$ cat src/rtl/hilo_stage.sv
// ----------------------------------------------------------------------------
// hilo_stage
//
// Execute-to-memory HI/LO stage sitting directly behind the ALU. It captures
// the ALU's 64-bit HI/LO result and write select into an E/M pipeline
// register. It commits that entry into the architectural HI and LO
// registers on the edge where it leaves M, provided it raised no exception.
// It also forwards the freshest HI/LO value back to E so that an MFHI/MFLO
// directly behind a writer sees the new value without waiting.
//
// Ports:
//   clk           in   1   rising-edge clock
//   rst           in   1   asynchronous active-low reset
//   hilo_writeE   in   1   HI/LO write request for the instruction in E
//   hilo_selectE  in   2   00 both, 11 HI only, 10 LO only, 01 no write
//   aluoutE       in  64   ALU result {HI, LO}
//   stallM        in   1   hold the M stage
//   flushM        in   1   squash the M stage entry
//   exceptM       in   1   instruction in M excepted; suppress its commit
//   hiE           out 32   forwarded HI for E-stage MFHI
//   loE           out 32   forwarded LO for E-stage MFLO
//   hilo_busyM    out  1   M holds a live, uncommitted HI/LO write
//   hi_o          out 32   architectural HI
//   lo_o          out 32   architectural LO
// ----------------------------------------------------------------------------
module hilo_stage (
    input  logic        clk,
    input  logic        rst,
    input  logic        hilo_writeE,
    input  logic [1:0]  hilo_selectE,
    input  logic [63:0] aluoutE,
    input  logic        stallM,
    input  logic        flushM,
    input  logic        exceptM,
    output logic [31:0] hiE,
    output logic [31:0] loE,
    output logic        hilo_busyM,
    output logic [31:0] hi_o,
    output logic [31:0] lo_o
);

    // Write-select encodings as produced by the ALU.
    typedef enum logic [1:0] {
        SelBoth     = 2'b00,
        SelReserved = 2'b01,
        SelLo       = 2'b10,
        SelHi       = 2'b11
    } hiloSelT;

    // M-stage pipeline register.
    logic        validM_q, validM_d;
    hiloSelT     selM_q,   selM_d;
    logic [63:0] dataM_q,  dataM_d;

    // Architectural HI/LO.
    logic [31:0] hi_q, hi_d;
    logic [31:0] lo_q, lo_d;

    // Decoded view of the entry sitting in M.
    logic        live;
    logic        commitEn;
    logic        selWritesHi;
    logic        selWritesLo;
    hiloSelT     selE;

    assign selE = hiloSelT'(hilo_selectE);

    // An entry is live only if it is valid and its instruction did not
    // except; an excepted entry must never become visible or commit.
    assign live     = validM_q & ~exceptM;
    assign commitEn = live & ~stallM & ~flushM;

    // Per-half decode of the M entry's select.
    always_comb begin
        selWritesHi = 1'b0;
        selWritesLo = 1'b0;
        case (selM_q)
            SelBoth: begin
                selWritesHi = 1'b1;
                selWritesLo = 1'b1;
            end
            SelHi:       selWritesHi = 1'b1;
            SelLo:       selWritesLo = 1'b1;
            SelReserved: ;
            default:     ;
        endcase
    end

    // M-register next state: flush beats stall, stall beats capture. A
    // reserved select is captured as an invalid entry so it never commits
    // or forwards.
    always_comb begin
        validM_d = validM_q;
        selM_d   = selM_q;
        dataM_d  = dataM_q;
        if (flushM) begin
            validM_d = 1'b0;
        end else if (!stallM) begin
            validM_d = hilo_writeE & (selE != SelReserved);
            selM_d   = selE;
            dataM_d  = aluoutE;
        end
    end

    // Architectural next state: the M entry commits only on the edge it
    // actually leaves M. Halves not selected keep their old value.
    always_comb begin
        hi_d = hi_q;
        lo_d = lo_q;
        if (commitEn) begin
            if (selWritesHi) begin
                hi_d = dataM_q[63:32];
            end
            if (selWritesLo) begin
                lo_d = dataM_q[31:0];
            end
        end
    end

    // State registers. Reset discards any pending entry without committing.
    always_ff @(posedge clk or negedge rst) begin
        if (!rst) begin
            validM_q <= 1'b0;
            selM_q   <= SelBoth;
            dataM_q  <= 64'd0;
            hi_q     <= 32'd0;
            lo_q     <= 32'd0;
        end else begin
            validM_q <= validM_d;
            selM_q   <= selM_d;
            dataM_q  <= dataM_d;
            hi_q     <= hi_d;
            lo_q     <= lo_d;
        end
    end

    // Forwarding merges per half: a partial write only overrides the half
    // it targets, the other half comes from architectural state.
    assign hiE        = (live & selWritesHi) ? dataM_q[63:32] : hi_q;
    assign loE        = (live & selWritesLo) ? dataM_q[31:0]  : lo_q;
    assign hilo_busyM = live;
    assign hi_o       = hi_q;
    assign lo_o       = lo_q;

endmodule

$ cat config.mk
export PLATFORM = sky130hd
export DESIGN_NAME = hilo_stage
export DESIGN_NICKNAME = d
export VERILOG_FILES = /design/src/rtl/hilo_stage.sv
export SDC_FILE = /design/constraint.sdc
export NUM_CORES = 1
export LEC_CHECK = 0
export ABC_CLOCK_PERIOD_IN_PS = 2600
export BUFFER_PORTS_ARGS = -buffer_cell sky130_fd_sc_hd__buf_4
export CAP_MARGIN = 20
export CORE_ASPECT_RATIO = 0.6
export CORE_MARGIN = 2
export CORE_UTILIZATION = 50
export CTS_CLUSTER_DIAMETER = 40
export CTS_CLUSTER_SIZE = 16
export DETAILED_ROUTE_END_ITERATION = 7
export PLACE_DENSITY = 0.79
export SLEW_MARGIN = 20
export SYNTH_ARGS = -nofsm -noshare
export SYNTH_HDL_FRONTEND = slang
export SYNTH_SLANG_ARGS = --single-unit
$ cat constraint.sdc
create_clock -name clk -period 2.6 [get_ports clk]
set_clock_uncertainty 0.1 [all_clocks]
set_input_delay 0.13 -clock clk [delete_from_list [all_inputs] [get_ports clk]]
set_output_delay 0.13 -clock clk [all_outputs]
set_load 0.1 [all_outputs]
==> flow_summary.toml <==
[finish]
areaGrowthSynthToFinish_pct = 52.9
drive_gt1_frac = 0.617
num_antenna_cells = 0
utilization = 0.778
nNetsFinal = 713
instances_no_fill = 796

[floorplan]
fp.dieH_um = 86.6
num_rows = 30
start_util = 0.509
die_w_um = 142
core_um2 = 11200
io_pins = 201
die_area_um2 = 12300

[critical_path]
reg2reg_setup_slack_ps = 460
cp-start-kind = "register"
end_kind = "output pin"
cp.required_ps = 2370
crit_path_max_fanout = 33
r2r-start = "selM_q[0]$_DFFE_PN0P_"
critPathArrivalTime_ps = 2250
reg2reg_depth = 7
r2r_end = "hi_o[14]$_DFFE_PN0P_"
critical_path_class = "reg2out"

[global_route]
track_usage = 0.236
grt_max_degree = 132
grt_pass1_wl_mm = 22.3
antenna_found_initial = 0
grt_pass1_vias = 4250
grt-ovfl-total = 0

[clock_tree]
clock-sinks = 131
cts-htree-levels = 4
cts_tree = "built"
insertion_delay_ps = 410
numCtsBuffers = 17
path_clk_slew_ps = 60
cts_buffer_depth = 2
cts-root-buf = "clkbuf_16"

[synth]
synthTopCellsByCount = "mux2_2, dfrtp_1, mux2_1"
mappedNetlistNets = 436
synth_edf_count = 0
synth-main-ff-cell = "dfrtp_1"
synth_top_area_cell = "dfrtp_1"
synth_cell_type_count = 15
synthArstFlopShare = 1.00
ys_seq_area_frac = 0.576
syn_inst = 362
syn_area_per_cell_um2 = 15.7
yosysWarnings = 0
syn_area_um2 = 5690
synth.top_cell.area_share = 0.576
netlist_top_cells_area = "dfrtp_1, mux2_2, mux2_1"
ys_ff_latch = 131
yosysMostFrequentCell = "mux2_2"

[timing]
rsz0062_at_grt = "false"
fin_crit_sh = 0.954
setup_violations = 0
maxSlewHeadroom = 0.533
period_needed_ps = 2480
setup_tns_ps = 0
fmaxAchievable_ghz = 0.403
maxSlewViolCount = 0
worst_slack_ps = 118
hold_viol = 0
tightest_slew_ps = 700

[drt]
remaining_drc_errors = 0
drtPass1Iterations = 5
detail_route.wl_per_cell_um = 17.8
vias = 4043
via_per_inst = 5.08
drtIter0Drc = 122
final_antenna_net_count = 0
routed_wl_mm = 14.1

[status]
status = "complete, no violations"

[placement]
pre_cts_slack_ps = 459
place_inst = 695
port_buffers = 200
hpwl_mm = 9.04
place_congestion = 0.790

[power_and_ir_drop]
p_leak_nw = 4.27
cellPowerDensity_nw_per_um2 = 1170
ir_drop_mv = 0.789
total_power_w = 0.0102

[hold_path]
hold_path.class = "in2async"

[run]
drv_cap = 0
flip-flops by register name, indices dropped and copies added (netlist names):
signal / flops
hi_o: 32
selM_q: 2
dataM_q: 64
lo_o: 32
validM_q: 1
report_power, final:
part | internal [W] | switching, W
clock | 0.00173 | 0.000886
combinational | 0.00112 | 0.00378
sequential | 0.00241 | 0.000291
timing repair:
item,4_1_cts,5_1_grt
hold buffers,69,0
resized for setup,0,1
endpoints found under the setup margin,0,32
endpoints found under the hold margin,198,0
buffers inserted,0,0
layout by cell type (no fill, tap or decap), types with 2 or more instances in the layout:
cell	Yosys	routed
dfrtp_1	131	131
ha_1	2	2
mux2_2	160	160
buf_4	7	205
nand2b_1	2	2
clkbuf_16	0	17
inv_1	3	3
clkinvlp_4	0	3
mux2_1	32	32
buf_12	0	2
clkbuf_1	0	2
bufinv_16	0	5
nand2_1	4	4
o21ai_0	2	2
dlygate4sd3_1	0	69
clkinv_4	0	2
metal layers:
metal	track usage	vias to the layer above	part of all wire
met2	0.384	134	0.48
met1	0.321	2035	0.46
met5	0	-	0
met4	0.0700	0	0.011
li1	-	1860	-
met3	0.0564	14	0.049
critical path, stage by stage, from the launching register on:
cell and delay (ps):
dfrtp_1 360, inv_1 90, ha_1 260, nor3b_4 220
buf_12 250, mux2_2 400, buf_4 240
worst max-delay path by stage:
stage | startpoint | endpoint | slack [ps] | cells past startpoint
2_1_floorplan | selM_q[0]$_DFFE_PN0P_ | hiE[10] | 630 | 5
3_3_place_gp | selM_q[0]$_DFFE_PN0P_ | hi_o[26]$_DFFE_PN0P_ | 520 | 7
3_5_place_dp | selM_q[0]$_DFFE_PN0P_ | hi_o[20]$_DFFE_PN0P_ | 460 | 7
4_1_cts | selM_q[0]$_DFFE_PN0P_ | loE[26] | 80 | 7
5_1_grt | selM_q[0]$_DFFE_PN0P_ | hiE[28] | 60 | 6
6_report | selM_q[0]$_DFFE_PN0P_ | hiE[28] | 120 | 6
cell type report:
cell class	count	area, µm²
flip-flops and latches	131	3280
multi-input cells	209	2300
fillers	684	2490
clock buffers	20	447
repair buffers	277	2280
clock inverters	12	204
inverters	3	11.3
well taps	144	180
cells by family after synthesis:
group,count (synthesis),share of synthesized area
adder cells (fa/ha/maj),2,0.00440
AND/OR/NAND/NOR,12,0.0152
flip-flops,131,0.576
buffers and inverters,22,0.0218
multiplexers,192,0.380
AO/OA/AOI/OAI,3,0.00264
metrics by stage:
stage	area, µm²	hold slack [ps]
4_1_cts	8700	263
5_1_grt	8700	276
3_3_place_gp	7350	196
2_1_floorplan	5690	-266
6_report	8700	256
3_5_place_dp	7350	203
Power figures use the tool's default switching activity.
